==> src/rtl/rs_dec_pkg.sv <==
// Shared constants and types for the RS(204,188) decoder scheduler.
// Holds default geometry, pacer state encoding and the byte type.
package rs_dec_pkg;

  localparam int N_DEF     = 204;
  localparam int K_DEF     = 188;
  localparam int GAP_DEF   = 6;
  localparam int CNT_W_DEF = 16;

  typedef logic [7:0] byte_t;

  typedef enum logic [1:0] {
    ST_IDLE,
    ST_ISSUE,
    ST_GAP
  } pacer_st_t;

endpackage

==> src/rtl/rs_ce_pacer.sv <==
// Chip-enable pacer: one CE pulse per accepted byte, then an idle gap.
// Ports: clk/reset, en, in_valid/in_data in; in_ready, accept, dec_ce,
// dec_byte (held between accepts) and idle out.
module rs_ce_pacer
  import rs_dec_pkg::*;
#(
  parameter int GAP = GAP_DEF
) (
  input  logic       clk,
  input  logic       reset,
  input  logic       en,
  input  logic       in_valid,
  input  logic [7:0] in_data,
  output logic       in_ready,
  output logic       accept,
  output logic       dec_ce,
  output logic [7:0] dec_byte,
  output logic       idle
);

  localparam int GW = $clog2(GAP + 1);
  // GAP state lasts GAP cycles; with the IDLE cycle that gives
  // GAP+1 low CE cycles and a CE-to-CE spacing of GAP+2.
  localparam logic [GW-1:0] GAP_END = GW'(GAP - 1);

  pacer_st_t     state;
  pacer_st_t     state_nx;
  logic [GW-1:0] gap_cnt;

  assign accept = in_valid & in_ready;

  always_ff @(posedge clk or posedge reset) begin
    if (reset) state <= ST_IDLE;
    else       state <= state_nx;
  end

  always_ff @(posedge clk or posedge reset) begin
    if (reset) begin
      gap_cnt  <= '0;
      dec_byte <= '0;
    end else begin
      if (state == ST_ISSUE)
        gap_cnt <= '0;
      else if (state == ST_GAP && gap_cnt != GAP_END)
        gap_cnt <= gap_cnt + GW'(1);
      if (accept)
        dec_byte <= in_data;
    end
  end

  always_comb begin
    state_nx = state;
    unique case (state)
      ST_IDLE:  if (accept) state_nx = ST_ISSUE;
      ST_ISSUE: state_nx = ST_GAP;
      ST_GAP:   if (gap_cnt == GAP_END) state_nx = ST_IDLE;
      default:  state_nx = ST_IDLE;
    endcase
  end

  always_comb begin
    in_ready = 1'b0;
    dec_ce   = 1'b0;
    idle     = 1'b0;
    unique case (state)
      ST_IDLE: begin
        in_ready = en;
        idle     = 1'b1;
      end
      ST_ISSUE: dec_ce = 1'b1;
      default: ;
    endcase
  end

endmodule

==> src/rtl/rs_dec_sched.sv <==
// Input pacer and output framer around the RS(204,188) decoder core.
// Ports: valid/ready byte input, dec_ce/dec_byte to the core, core
// strobes in, framed 188-byte output, block counters, frame_err, busy.
module rs_dec_sched
  import rs_dec_pkg::*;
#(
  parameter int N     = N_DEF,
  parameter int K     = K_DEF,
  parameter int GAP   = GAP_DEF,
  parameter int CNT_W = CNT_W_DEF
) (
  input  logic             clk,
  input  logic             reset,
  input  logic             en,
  input  logic             in_valid,
  output logic             in_ready,
  input  logic [7:0]       in_data,
  input  logic             in_last,
  output logic             dec_ce,
  output logic [7:0]       dec_byte,
  input  logic [7:0]       dec_out_byte,
  input  logic             dec_ceo,
  input  logic             dec_valid_out,
  output logic             out_valid,
  output logic [7:0]       out_data,
  output logic             out_sof,
  output logic             out_eof,
  output logic [CNT_W-1:0] blk_in_cnt,
  output logic [CNT_W-1:0] blk_out_cnt,
  output logic             frame_err,
  output logic             busy
);

  localparam int PW = $clog2(N);
  localparam int OW = $clog2(K);
  localparam logic [PW-1:0] IN_END  = PW'(N - 1);
  localparam logic [OW-1:0] OUT_END = OW'(K - 1);

  logic          accept;
  logic          pacer_idle;
  logic          out_stb;
  logic [PW-1:0] in_pos;
  logic [OW-1:0] out_pos;

  rs_ce_pacer #(.GAP(GAP)) u_pacer (
    .clk      (clk),
    .reset    (reset),
    .en       (en),
    .in_valid (in_valid),
    .in_data  (in_data),
    .in_ready (in_ready),
    .accept   (accept),
    .dec_ce   (dec_ce),
    .dec_byte (dec_byte),
    .idle     (pacer_idle)
  );

  assign busy    = ~pacer_idle | (in_pos != '0);
  assign out_stb = dec_ceo & dec_valid_out;

  // An early in_last resyncs to a new codeword without counting it;
  // a missing in_last at the final byte is flagged but still counts.
  always_ff @(posedge clk or posedge reset) begin
    if (reset) begin
      in_pos     <= '0;
      blk_in_cnt <= '0;
      frame_err  <= 1'b0;
    end else if (accept) begin
      if (in_last && in_pos != IN_END) begin
        frame_err <= 1'b1;
        in_pos    <= '0;
      end else if (in_pos == IN_END) begin
        in_pos     <= '0;
        blk_in_cnt <= blk_in_cnt + CNT_W'(1);
        if (!in_last) frame_err <= 1'b1;
      end else begin
        in_pos <= in_pos + PW'(1);
      end
    end
  end

  always_ff @(posedge clk or posedge reset) begin
    if (reset) begin
      out_valid   <= 1'b0;
      out_data    <= '0;
      out_sof     <= 1'b0;
      out_eof     <= 1'b0;
      out_pos     <= '0;
      blk_out_cnt <= '0;
    end else begin
      out_valid <= out_stb;
      out_sof   <= out_stb && out_pos == '0;
      out_eof   <= out_stb && out_pos == OUT_END;
      if (out_stb) begin
        out_data <= dec_out_byte;
        if (out_pos == OUT_END) begin
          out_pos     <= '0;
          blk_out_cnt <= blk_out_cnt + CNT_W'(1);
        end else begin
          out_pos <= out_pos + OW'(1);
        end
      end
    end
  end

endmodule

==> config.mk <==
export PLATFORM = sky130hd
export DESIGN_NAME = rs_dec_sched
export DESIGN_NICKNAME = d
export VERILOG_FILES = /design/src/rtl/rs_dec_pkg.sv /design/src/rtl/rs_ce_pacer.sv /design/src/rtl/rs_dec_sched.sv
export SDC_FILE = /design/constraint.sdc
export NUM_CORES = 1
export LEC_CHECK = 0
export CORE_MARGIN = 2
export CORE_UTILIZATION = 25
export CTS_CLUSTER_SIZE = 25
export DETAILED_ROUTE_END_ITERATION = 12
export GPL_TIMING_DRIVEN = 0
export MAX_ROUTING_LAYER = met4
export PLACE_DENSITY = 0.49
export SLEW_MARGIN = 5
export SYNTH_ARGS = -nofsm -noshare
export SYNTH_HDL_FRONTEND = slang
export SYNTH_HIERARCHICAL = 1
export SYNTH_SLANG_ARGS = --single-unit
==> constraint.sdc <==
create_clock -name clk -period 4.3 [get_ports clk]
set_input_delay 0.43 -clock clk [delete_from_list [all_inputs] [get_ports clk]]
set_output_delay 0.43 -clock clk [all_outputs]
set_load 0.02 [all_outputs]
==> results.md <==
Run status:
- The run finished with clean final reports.

Cells and area:
- The final cell utilization of the core is 35.8%.
- The filler cells instantiated in the layout total 1340.
- The count of placed standard cells in the final layout, fillers left out is 578.
- The area of the multi-input gates is 1450 µm².
- Cells with a size suffix above 1 make up 10.7% of the layout.
- The layout net count is 430.
- From synthesis to final layout, the design area changed by 39.5%.
- Registers take 1830 µm².
- The antenna diode count is 0.

Global route:
- The number of global-route vias before repair is 2583.
- The wire length of the first global-routing pass is 12600 µm.
- For this run, the total global-route usage over all layers was measured as 11.3%.
- The number of antenna violations at the first check in global routing is 0.
- The global route total overflow is 0.
- The largest net degree at the start of global routing is 36.

Floorplan:
- 78 I/O pins were placed.
- In this run the horizontal extent of the chip is 121 µm.
- In this run the core area contains 42 standard-cell rows.
- The die span in y is 121 µm.
- The effective utilization at floorplan is 25.6%.
- The die covers 14500 µm².
- In this run the standard cell core region covers 13200 µm².

Setup path:
- STA classifies the critical path startpoint as a flop.
- The slowest stage of the critical path belongs to the cell sky130_fd_sc_hd__or4_4.
- The largest single stage delay on the critical path is 0.55 ns.
- In this run the critical register-to-register path is launched from in_pos[2].
- The setup path with the least slack is of type flop to flop.
- Along the worst path, the maximum fanout reaches 8.
- The type of element capturing the critical path is a flop.
- In this run the worst setup path begins at in_pos[2].
- STA puts the critical path data required time at 4.56 ns.
- Data arrives at the worst endpoint at 2.95 ns.
- In this design, the largest share of critical-path delay is due to simple AND/OR/NAND/NOR gates.
- Traced cell by cell, the critical path runs through nor3_1, nand2_1, ha_1, or2b_2, or4_4, nor4_2, xor2_1.
- The number of buffer and inverter stages on the critical path is 0.

Yosys:
- After synthesis the cells add up to 3390 µm².
- The number of standard cells after synthesis is 308.
- By area, the combinational part of the netlist is dominated by simple AND/OR/NAND/NOR gates.
- Synthesis produced a netlist with a net count of 341.
- The synthesized design contains 73 register bits.
- The post-synthesis share of cell area spent on and, or, nand and nor gates is 19.8%.
- The netlist uses 47 different library cells.
- The predominant post-synthesis flop cell is sky130_fd_sc_hd__dfrtp_1.
- The post-synthesis cell type with the largest combined area is sky130_fd_sc_hd__dfrtp_1.
- The fraction of post-synthesis cell area in the top cell type by area is 53.8%.
- The share of the synthesized area in compound gates (AO/OA/AOI/OAI) is 4.94%.
- The most repeated cell in the gate-level netlist after synthesis is sky130_fd_sc_hd__dfrtp_1.
- The synthesized netlist devotes 3.69% of its cell area to adder and majority cells.
- Ranked by instance count, the synthesized netlist is headed by sky130_fd_sc_hd__dfrtp_1, sky130_fd_sc_hd__nand2_1, sky130_fd_sc_hd__xnor2_1.
- By area the synthesized netlist is led by sky130_fd_sc_hd__dfrtp_1, sky130_fd_sc_hd__xnor2_1, sky130_fd_sc_hd__nand2_1, sky130_fd_sc_hd__xor2_1, sky130_fd_sc_hd__ha_1.
- The post-synthesis sequential area ratio is 53.8%.
- Of all flip-flops after synthesis, the portion carrying an async set or reset was 100%.
- Yosys printed 6 warnings.
- The count of flip-flops with a built-in enable after synthesis is 0.
- Multiplexer cells account for 4.50% of the synthesized area.
- The average cell area after synthesis is 11.0 µm².
- The xor and xnor area share after synthesis is 9.81%.

Routing:
- Wires add up to 7270 µm.
- The count of antenna-violating nets left after detailed routing is 0.
- The number of detailed-routing iterations run before antenna repair is 4.
- The detailed router placed 2524 vias in this run.
- After detailed routing, the number of remaining DRC violations is 0.
- The first routing iteration left 123 violations.
- The post-detailed-route via-to-cell ratio is 4.37.
- Dividing the detail-routed wire length by the instance count gives 12.6 µm.

STA:
- The count of endpoints failing hold in the final timing report is 0.
- The minimum period implied by the final worst setup slack is 2.69 ns.
- Setup repair after global routing left no endpoint under its margin.
- The worst path meets setup with 1.61 ns of slack.
- Headroom to the max-slew limit came out at 29.8%.
- The accumulated negative setup slack is 0 ns.
- The number of endpoints failing setup at the final stage is 0.
- The worst clock skew on the final layout is 0.00690 ns.
- Of the available clock period, the critical path in the final layout requires 62.6%.
- The max-slew violation count is 0.
- The hold slack is 0.461 ns.
- Derived from the worst setup path, the maximum achievable clock frequency is 372 MHz.
- For the pin with the worst max-slew slack, the measured transition is 1.04 ns.

Clocking:
- Once the clock tree was built, the setup fixing pass inserted 0 buffers.
- The clock sink count is 73.
- The maximum clock insertion buffer count is 2.
- The number of hold buffers added after CTS is 0.
- The TritonCTS clock tree is done.
- The TritonCTS buffer count is 9.
- The count of cells resized by post-cts repair is 0.
- The clock tree root buffer cell is sky130_fd_sc_hd__clkbuf_16.
- After clock tree synthesis, the clock-pin slew on the worst setup and hold paths is 0.06 ns.
- At the later pin of the worst-skew pair, clock insertion delay measures 0.33 ns.
- The number of H-tree levels is 3.

Pwr:
- The proportion of power drawn by the clock network is 35.4%.
- In this run the power spent charging and discharging nets is 0.000661 W.
- The total power divided by cell area is 488 nW/µm².
- Per report_power, the sequential group accounts for 39.0% of the total.
- The analysis attributes to cell leakage a power of 2.07 nW.
- Net switching is 28.6% of the power.
- The combinational fraction of design power is 25.7%.
- The maximum resistive drop on vdd is 238 µV.
- The internal power summed over all cells is 0.00165 W.

Placed design:
- The routability-driven placement congestion ratio is 0.779.
- The number of port buffers is 77.
- Timing analysis after detailed placement gives a worst setup slack of 1.35 ns.
- The post-placement cell count is 562.
- Detailed placement ended at an HPWL of 5270 µm.

Worst hold path:
- The worst hold path class is flop to flop.
- The beginning of the worst hold path is blk_in_cnt[15].

Flow run:
- Across the run, the number of max-cap violations was 0.
## power by group through the flow
stage | clock, W | combinational (W) | sequential, W
CTS | 0.000848 | 0.000601 | 0.000900
floorplan | 0 | 0.000317 | 0.000956
detailed placement | 0 | 0.000600 | 0.000905
global route | 0.000879 | 0.000656 | 0.000920
finish | 0.000818 | 0.000593 | 0.000901
global placement | 0 | 0.000588 | 0.000909
## metrics by stage
step,total power (W),cell area (µm²)
after floorplan,0.00127,3390
after global placement,0.00150,4380
after detailed placement,0.00151,4400
after CTS,0.00235,4730
after global routing,0.00245,4730
final,0.00231,4730
## per-layer routing
layer | part of all wire (%) | GRT usage (%) | wire length, µm | vias to the layer above
met5 | 0 | - | 0 | -
met4 | 1.2 | 3.27 | 86 | 0
met3 | 8.5 | 5.24 | 620 | 12
met2 | 44 | 16.0 | 3170 | 78
met1 | 47 | 14.5 | 3390 | 1194
li1 | - | - | - | 1240
## layout by cell type, fill, tap and decap left out, drive strengths merged, types with 2 or more instances in the layout
cell and count:
nor4 5, a21boi 2, inv 16, nand4 12, clkdlybuf4s50 77, a22o 3, xnor2 23, dfrtp 73
ha 10, a21oi 4, nand2 45, o21ai 5, nand3 20, nor2 13, a21o 2, o22ai 2
mux2 10, clkbuf 16, and3 6, and4 4, and2 2, xor2 15, a211oi 2, bufinv 2
or3 2, nor3 9, clkinv 2, buf 4, nor4b 2, a31oi 2
## layout make-up
class / count / area share, %
buffer: 8 / 1.16
clock buffer: 11 / 5.34
sequential: 73 / 38.6
inverter: 16 / 1.27
tap: 176 / 4.65
multi-input combinational: 211 / 30.7
clock inverter: 5 / 1.64
timing repair buffer: 78 / 16.7
## logic make-up after synthesis
logic type | count (synthesis)
compound gates | 25
xor+xnor | 38
fa+ha+maj | 10
buf+inv | 24
flops | 73
mux | 11
simple gates | 127
## path summary, 6_finish.rpt
check | to | slack [ns] | cells past startpoint
max | blk_in_cnt[15] | 1.61 | 7
min | blk_in_cnt[15] | 0.46 | 1
max reg2reg | blk_in_cnt[15] | 1.61 | 7
min reg2reg | blk_in_cnt[15] | 0.46 | 1
max in group asynchronous | out_data[2] | 3.20 | 3
min in group asynchronous | u_pacer/dec_byte[3] | 0.47 | 2
## registers in the layout, summed over array words and instances, names as in the netlist
signal	count
out_data	8
blk_out_cnt	16
out_pos	8
blk_in_cnt	16
u_pacer/state	2
u_pacer/gap_cnt	3
in_pos	8
out_eof	1
frame_err	1
out_sof	1
u_pacer/dec_byte	8
out_valid	1
## worst register-to-register path: cells and delay by family, from the launching register on
family | cells | cell delay, ns
xor gates and xnor gates | 1 | 0.16
DFF | 1 | 0.46
adders and majority gates | 1 | 0.24
and+or+nand+nor | 5 | 1.76
Power figures use the tool's default switching activity.
